`src/rtl/scan_seq_138_pkg.sv`:
```
// Shared types and helpers for the ic138 scan sequencer.
package scan138_pkg;

  typedef enum logic [1:0] {
    IDLE  = 2'd0,
    BLANK = 2'd1,
    DRIVE = 2'd2
  } state_t;

  // {G1, G2a, G2b} patterns for the active-low 3-to-8 decoder
  localparam logic [2:0] DEC_ON  = 3'b100;
  localparam logic [2:0] DEC_OFF = 3'b011;

  function automatic logic [2:0] lowest_set(input logic [7:0] m);
    logic [2:0] r;
    r = '0;
    for (int i = 7; i >= 0; i--) begin
      if (m[i]) r = 3'(i);
    end
    return r;
  endfunction

endpackage

```
`src/rtl/scan_seq_138_if.sv`:
```
// Control/status bundle between a scan controller and the ic138 sequencer.
// start/stop are plain levels sampled on every rising edge (no ready/ack);
// all outputs are registered and valid for the whole cycle after an edge.
interface scan_seq_138_if
  import scan138_pkg::*;
#(
  parameter int DWELL_W = 8
);
  logic               start;
  logic               stop;
  logic [DWELL_W-1:0] dwell;
  logic [7:0]         chan_mask;
  logic [2:0]         sel;
  logic               G1;
  logic               G2a;
  logic               G2b;
  logic               busy;
  logic               chan_done;
  logic               frame_done;
  state_t             state;

  modport master (
    output start, stop, dwell, chan_mask,
    input  sel, G1, G2a, G2b, busy, chan_done, frame_done, state
  );

  modport slave (
    input  start, stop, dwell, chan_mask,
    output sel, G1, G2a, G2b, busy, chan_done, frame_done, state
  );
endinterface

```
`src/rtl/scan_seq_138_next_chan_find.sv`:
```
// Finds the next enabled channel above cur; wraps to the lowest enabled one.
module next_chan_find
  import scan138_pkg::*;
(
  input  logic [7:0] mask,
  input  logic [2:0] cur,
  output logic [2:0] nxt,
  output logic       wrap
);
  always_comb begin
    nxt  = lowest_set(mask);
    wrap = 1'b1;
    // Descending scan so the last hit is the closest bit above cur
    for (int i = 7; i >= 0; i--) begin
      if (mask[i] && (3'(i) > cur)) begin
        nxt  = 3'(i);
        wrap = 1'b0;
      end
    end
  end
endmodule

```
`src/rtl/scan_seq_138.sv`:
```
// Scan sequencer driving ic138 select/enable pins: BLANK gap, then DRIVE for
// dwell cycles, per enabled channel in ascending order.
module scan_seq_138
  import scan138_pkg::*;
#(
  parameter int DWELL_W      = 8,
  parameter int BLANK_CYCLES = 2
) (
  input  logic            clk,
  input  logic            rst_n,
  scan_seq_138_if.slave   bus
);
  localparam int BW = (BLANK_CYCLES > 1) ? $clog2(BLANK_CYCLES) : 1;
  localparam logic [BW-1:0]      BLANK_LAST = BW'(BLANK_CYCLES - 1);
  localparam logic [DWELL_W-1:0] ONE        = DWELL_W'(1);

  state_t             state;
  logic [7:0]         mask_q;
  logic [DWELL_W-1:0] dwell_q;
  logic [DWELL_W-1:0] cnt;
  logic [BW-1:0]      blank_cnt;
  logic [2:0]         sel_r;
  logic [2:0]         dec_r;
  logic               busy_r;
  logic               chan_done_r;
  logic               frame_done_r;

  logic [2:0]         nxt;
  logic               wrap;
  logic [DWELL_W-1:0] dwell_last;

  next_chan_find u_next (
    .mask (mask_q),
    .cur  (sel_r),
    .nxt  (nxt),
    .wrap (wrap)
  );

  // A dwell of 0 behaves as 1, so the final DRIVE count is max(dwell,1)-1
  assign dwell_last = (dwell_q == '0) ? '0 : (dwell_q - ONE);

  always_ff @(posedge clk) begin
    if (!rst_n) begin
      state        <= IDLE;
      mask_q       <= '0;
      dwell_q      <= '0;
      cnt          <= '0;
      blank_cnt    <= '0;
      sel_r        <= '0;
      dec_r        <= DEC_OFF;
      busy_r       <= 1'b0;
      chan_done_r  <= 1'b0;
      frame_done_r <= 1'b0;
    end else begin
      chan_done_r  <= 1'b0;
      frame_done_r <= 1'b0;
      case (state)
        IDLE: begin
          if (bus.start && (bus.chan_mask != 8'h00)) begin
            mask_q    <= bus.chan_mask;
            dwell_q   <= bus.dwell;
            sel_r     <= lowest_set(bus.chan_mask);
            blank_cnt <= '0;
            busy_r    <= 1'b1;
            state     <= BLANK;
          end
        end
        BLANK: begin
          if (bus.stop) begin
            dec_r  <= DEC_OFF;
            busy_r <= 1'b0;
            state  <= IDLE;
          end else if (blank_cnt == BLANK_LAST) begin
            dec_r        <= DEC_ON;
            cnt          <= '0;
            chan_done_r  <= (dwell_last == '0);
            frame_done_r <= (dwell_last == '0) && wrap;
            state        <= DRIVE;
          end else begin
            blank_cnt <= blank_cnt + BW'(1);
          end
        end
        DRIVE: begin
          if (bus.stop) begin
            dec_r  <= DEC_OFF;
            busy_r <= 1'b0;
            state  <= IDLE;
          end else if (cnt == dwell_last) begin
            dec_r     <= DEC_OFF;
            blank_cnt <= '0;
            if (!wrap) begin
              sel_r <= nxt;
              state <= BLANK;
            end else begin
              // Frame boundary: pick up the caller's current mask and dwell
              mask_q  <= bus.chan_mask;
              dwell_q <= bus.dwell;
              if (bus.chan_mask == 8'h00) begin
                busy_r <= 1'b0;
                state  <= IDLE;
              end else begin
                sel_r <= lowest_set(bus.chan_mask);
                state <= BLANK;
              end
            end
          end else begin
            cnt          <= cnt + ONE;
            chan_done_r  <= (cnt == dwell_last - ONE);
            frame_done_r <= (cnt == dwell_last - ONE) && wrap;
          end
        end
        default: state <= IDLE;
      endcase
    end
  end

  assign bus.sel        = sel_r;
  assign bus.G1         = dec_r[2];
  assign bus.G2a        = dec_r[1];
  assign bus.G2b        = dec_r[0];
  assign bus.busy       = busy_r;
  assign bus.chan_done  = chan_done_r;
  assign bus.frame_done = frame_done_r;
  assign bus.state      = state;
endmodule
```
`src/flat_wrapper.sv`:
```
// flat-port wrapper written by rule: the top's interface ports become plain ports
module scan_seq_138_flat import scan138_pkg::*;
#(
  parameter int DWELL_W      = 8,
  parameter int BLANK_CYCLES = 2
)
  (clk, rst_n, bus_start, bus_stop, bus_dwell, bus_chan_mask, bus_sel, bus_G1, bus_G2a, bus_G2b, bus_busy, bus_chan_done, bus_frame_done, bus_state);
  scan_seq_138_if #(.DWELL_W(DWELL_W)) bus_i ();
  input  logic clk;
  input  logic rst_n;
  input wire logic [$bits(bus_i.start)-1:0] bus_start;
  input wire logic [$bits(bus_i.stop)-1:0] bus_stop;
  input wire logic [$bits(bus_i.dwell)-1:0] bus_dwell;
  input wire logic [$bits(bus_i.chan_mask)-1:0] bus_chan_mask;
  output wire logic [$bits(bus_i.sel)-1:0] bus_sel;
  output wire logic [$bits(bus_i.G1)-1:0] bus_G1;
  output wire logic [$bits(bus_i.G2a)-1:0] bus_G2a;
  output wire logic [$bits(bus_i.G2b)-1:0] bus_G2b;
  output wire logic [$bits(bus_i.busy)-1:0] bus_busy;
  output wire logic [$bits(bus_i.chan_done)-1:0] bus_chan_done;
  output wire logic [$bits(bus_i.frame_done)-1:0] bus_frame_done;
  output wire logic [$bits(bus_i.state)-1:0] bus_state;
  assign bus_i.start = bus_start;
  assign bus_i.stop = bus_stop;
  assign bus_i.dwell = bus_dwell;
  assign bus_i.chan_mask = bus_chan_mask;
  assign bus_sel = bus_i.sel;
  assign bus_G1 = bus_i.G1;
  assign bus_G2a = bus_i.G2a;
  assign bus_G2b = bus_i.G2b;
  assign bus_busy = bus_i.busy;
  assign bus_chan_done = bus_i.chan_done;
  assign bus_frame_done = bus_i.frame_done;
  assign bus_state = bus_i.state;
  scan_seq_138 #(.DWELL_W(DWELL_W), .BLANK_CYCLES(BLANK_CYCLES)) u_core (.clk(clk), .rst_n(rst_n), .bus(bus_i));
endmodule
```
`config.mk`:
```
export PLATFORM = sky130hd
export DESIGN_NAME = scan_seq_138_flat
export DESIGN_NICKNAME = d
export VERILOG_FILES = /design/src/rtl/scan_seq_138_pkg.sv /design/src/rtl/scan_seq_138_if.sv /design/src/rtl/scan_seq_138_next_chan_find.sv /design/src/rtl/scan_seq_138.sv /design/src/flat_wrapper.sv
export SDC_FILE = /design/constraint.sdc
export NUM_CORES = 1
export LEC_CHECK = 0
export BUFFER_PORTS_ARGS = -buffer_cell sky130_fd_sc_hd__clkbuf_2
export CORE_MARGIN = 5
export CORE_UTILIZATION = 50
export DETAILED_ROUTE_END_ITERATION = 8
export PLACE_DENSITY = 0.7
export SETUP_SLACK_MARGIN = 0.02
export SYNTH_ARGS = -nofsm -noshare
export SYNTH_HDL_FRONTEND = slang
export SYNTH_SLANG_ARGS = --single-unit
```
`constraint.sdc`:
```
create_clock -name clk -period 4.8 [get_ports clk]
set_clock_uncertainty 0.2 [all_clocks]
set_input_delay 0.96 -clock clk [delete_from_list [all_inputs] [get_ports clk]]
set_output_delay 0.96 -clock clk [all_outputs]
set_load 0.01 [all_outputs]
```
==> flow_metrics.tcl <==
set metrics [dict create \
    synthTopCellsByCount "a21oi_1, dfxtp_1, nand2_1, nand3_1, o21ai_0" \
    path_buf_inv 1 \
    worstSkewPairLatency_ns 0.28 \
    synthCells 396 \
    antenna_found_initial 0 \
    slowest_delay_ns 0.83 \
    totalWireLength_um 7820 \
    clk_path_buf_depth 2 \
    yosys.area_share.simple 0.279 \
    fin_util 0.563 \
    syn_avg_cell_area_um2 7.40 \
    initial_utilization 0.523 \
    ys_top_cells_by_area "dfxtp_1, a21oi_1, nand3_1" \
    cts-root-buf "clkbuf_8" \
    grt_max_degree 24 \
    whs_endpoint "u_core.bus.busy" \
    ys_types 65 \
    die_area_mm2 0.00749 \
    hold_depth 2 \
    ys.flop_type "dfxtp_1" \
    cp-start-kind "flip-flop" \
    synthMostInstantiatedCell "a21oi_1" \
    num_rows 27 \
    h-tree-depth 2 \
    crit_chain "inv_1 -> ha_1 -> xnor2_1 -> a22oi_2 -> o32a_1 -> or4_4 -> o41ai_4 -> nand3_1 -> a21oi_1" \
    viasPerCell 6.37 \
    synth_xor_area_frac 0.0405 \
    netlist_area_mm2 0.00293 \
    cap_viol_max_count 0 \
    ant_nets 0 \
    seqCellArea_um2 701 \
    leakagePower_nw 1.16 \
    synth_compound_area_frac 0.330 \
    grt_usage 0.215 \
    met3_usage 0.0352 \
    syn-num-nets 424 \
    crit_fanout 17 \
    worst_slack_ns 0.674 \
    grt_pass1_vias 2723 \
    cts_sinks 35 \
    tightest_slew_ns 0.900 \
    met1_usage 0.282 \
    synth_top_family_by_area "compound AO/OA/AOI/OAI gates" \
    grt-busiest-layer "met2" \
    cts_buffers 5 \
    required_ns 4.81 \
    multiInputGateArea_mm2 0.00202 \
    min_from "u_core.bus.busy" \
    synth_top_area_frac 0.239 \
    vias 3059 \
    grt_pass1_wl_um 13100 \
    routedWlPerCell_um 16.3 \
    cts_hold_buf 0 \
    met2_usage 0.356 \
    p_per_area_mw_per_mm2 542 \
    worstSetupPathType "reg -> reg" \
    layout.nets 435 \
    coreArea_mm2 0.00561 \
    post_cts_buffers 0 \
    fp.dieW_um 86.6 \
    max_clock_freq_ghz 0.242 \
    rsz0062_at_grt "false" \
    synth_area_leader_cell "dfxtp_1" \
    yosysWarnings 0 \
    synthAdderAreaFrac 0.0341 \
    n_fill_cell 554 \
    min_path_type "reg -> reg" \
    ir_drop_mv 0.245 \
    ff2ff_setup_slack_ns 0.67 \
    crit_path_end_kind "flip-flop" \
    area_growth_pct 7.64 \
    post-dp-hpwl_um 5910 \
    reg2reg_to "u_core.dwell_q[2]" \
    firstDrtPassIters 7 \
    cp_slowest_cell "o41ai_4" \
    cts_tree "built" \
    drive_above_1_share 0.130 \
    finalCritPeriodShare 0.860 \
    synth-async-reset-ratio 0 \
    drcViolationCount 0 \
    hold_viol 0 \
    ys_ff_latch 35 \
    cts_resized 0 \
    outcome "finished clean" \
    gp_congestion 0.940 \
    crit_arrival_ns 4.13 \
    clkTransAtPathRegs_ns 0.07 \
    synth_seq_area_share 0.239 \
    min_period_ns 4.13 \
    synth_edf_count 0 \
    muxShareOfSynthArea 0.00683 \
    total_power_mw 1.71 \
    path_delay_family "compound AO/OA/AOI/OAI gates" \
    diodes 0 \
    port_buffers 30 \
    drt_iter0_markers 231 \
    reg2regPathDepth 9 \
    grt.overflow.total 0 \
    r2r-start "u_core.dwell_q[0]" \
    setup_violations 0 \
    ios 31 \
    final_max_slew_viol_count 0 \
    dpl_worst_slack_ns 0.722 \
    max_slew_margin 0.392 \
    die_h_um 86.6 \
    tns_ns 0 \
]
==> per-layer routing <==
metal  vias to the layer above  wire length [um]
met5                         -                 0
met4                         0               189
met3                        18               329
met2                        84              3750
met1                      1435              3550
li1                       1522                 -
==> cell type report <==
| class | instances | share of cell area |
|---|---|---|
| multi-input combinational | 314 | 0.642 |
| sequential | 35 | 0.222 |
| timing repair buffer | 33 | 0.0547 |
| clock buffer | 8 | 0.0317 |
| tap | 72 | 0.0285 |
| inverter | 18 | 0.0214 |
==> logic make-up (layout without fill, tap and decap cells) <==
family | count (synthesis) | count (layout)
AO/OA/AOI/OAI | 146 | 146
multiplexers | 2 | 2
buffers and inverters | 47 | 59
flip-flops | 35 | 35
adder cells (fa/ha/maj) | 8 | 8
XOR/XNOR | 12 | 12
AND/OR/NAND/NOR | 146 | 146
==> where the power goes <==
group / internal, mW / switching, mW / leakage (nW) / total (mW)
Clock: 0.131 / 0.102 / 0.0515 / 0.233
Combinational: 0.405 / 0.630 / 0.819 / 1.03
Sequential: 0.344 / 0.0989 / 0.286 / 0.443
==> worst register-to-register path, delay by kind of cell, from the launching register on <==
family                   cells  cell delay, ns
adder cells (fa/ha/maj)      1            0.40
AO/OA/AOI/OAI                4            1.42
AND/OR/NAND/NOR              2            0.78
buffers and inverters        1            0.16
flip-flops                   1            0.65
XOR/XNOR                     1            0.45
==> sequential cells by signal, indices dropped and copies added (netlist names) <==
register and count:
u_core.cnt 8, u_core.mask_q 8, u_core.dec_r 2, u_core.blank_cnt 1, u_core.bus.sel 3, u_core.bus.state 2
u_core.bus.chan_done 1, u_core.dwell_q 8, u_core.bus.busy 1, u_core.bus.frame_done 1
==> worst max-delay path by stage <==
stage                       from                 to  slack, ns  cells after the start
2_1_floorplan  u_core.dwell_q[0]  u_core.dwell_q[6]       1.13                     13
3_3_place_gp   u_core.dwell_q[0]  u_core.dwell_q[5]       0.85                      9
3_5_place_dp   u_core.dwell_q[0]   u_core.mask_q[6]       0.72                      9
4_1_cts        u_core.dwell_q[0]  u_core.dwell_q[2]       0.72                      9
5_1_grt        u_core.dwell_q[0]   u_core.mask_q[7]       0.48                      9
6_report       u_core.dwell_q[0]  u_core.dwell_q[2]       0.67                      9
==> cell usage in the layout, fill, tap and decap left out, drive strengths merged, types with 5 or more instances in the layout <==
cell and n:
nor2 19, a21oi 48, ha 8, nand4 10, nor4 5, dfxtp 35, nand3 24, clkbuf 38
xnor2 7, or3 5, nor3 10, inv 18, nor3b 5, nor2b 8, o31ai 8, nand2 28
or4 9, nand2b 9, o21ai 34
==> through the flow <==
| stage | instances | hold slack (ns) | instance area [um^2] |
|---|---|---|---|
| final | 480 | 0.286 | 3160 |
| after global routing | 480 | 0.312 | 3160 |
| after CTS | 480 | 0.289 | 3160 |
| after detailed placement | 472 | 0.280 | 3060 |
| after global placement | 472 | 0.246 | 3060 |
| after floorplan | 396 | 0.255 | 2930 |
Power figures use the tool's default switching activity.
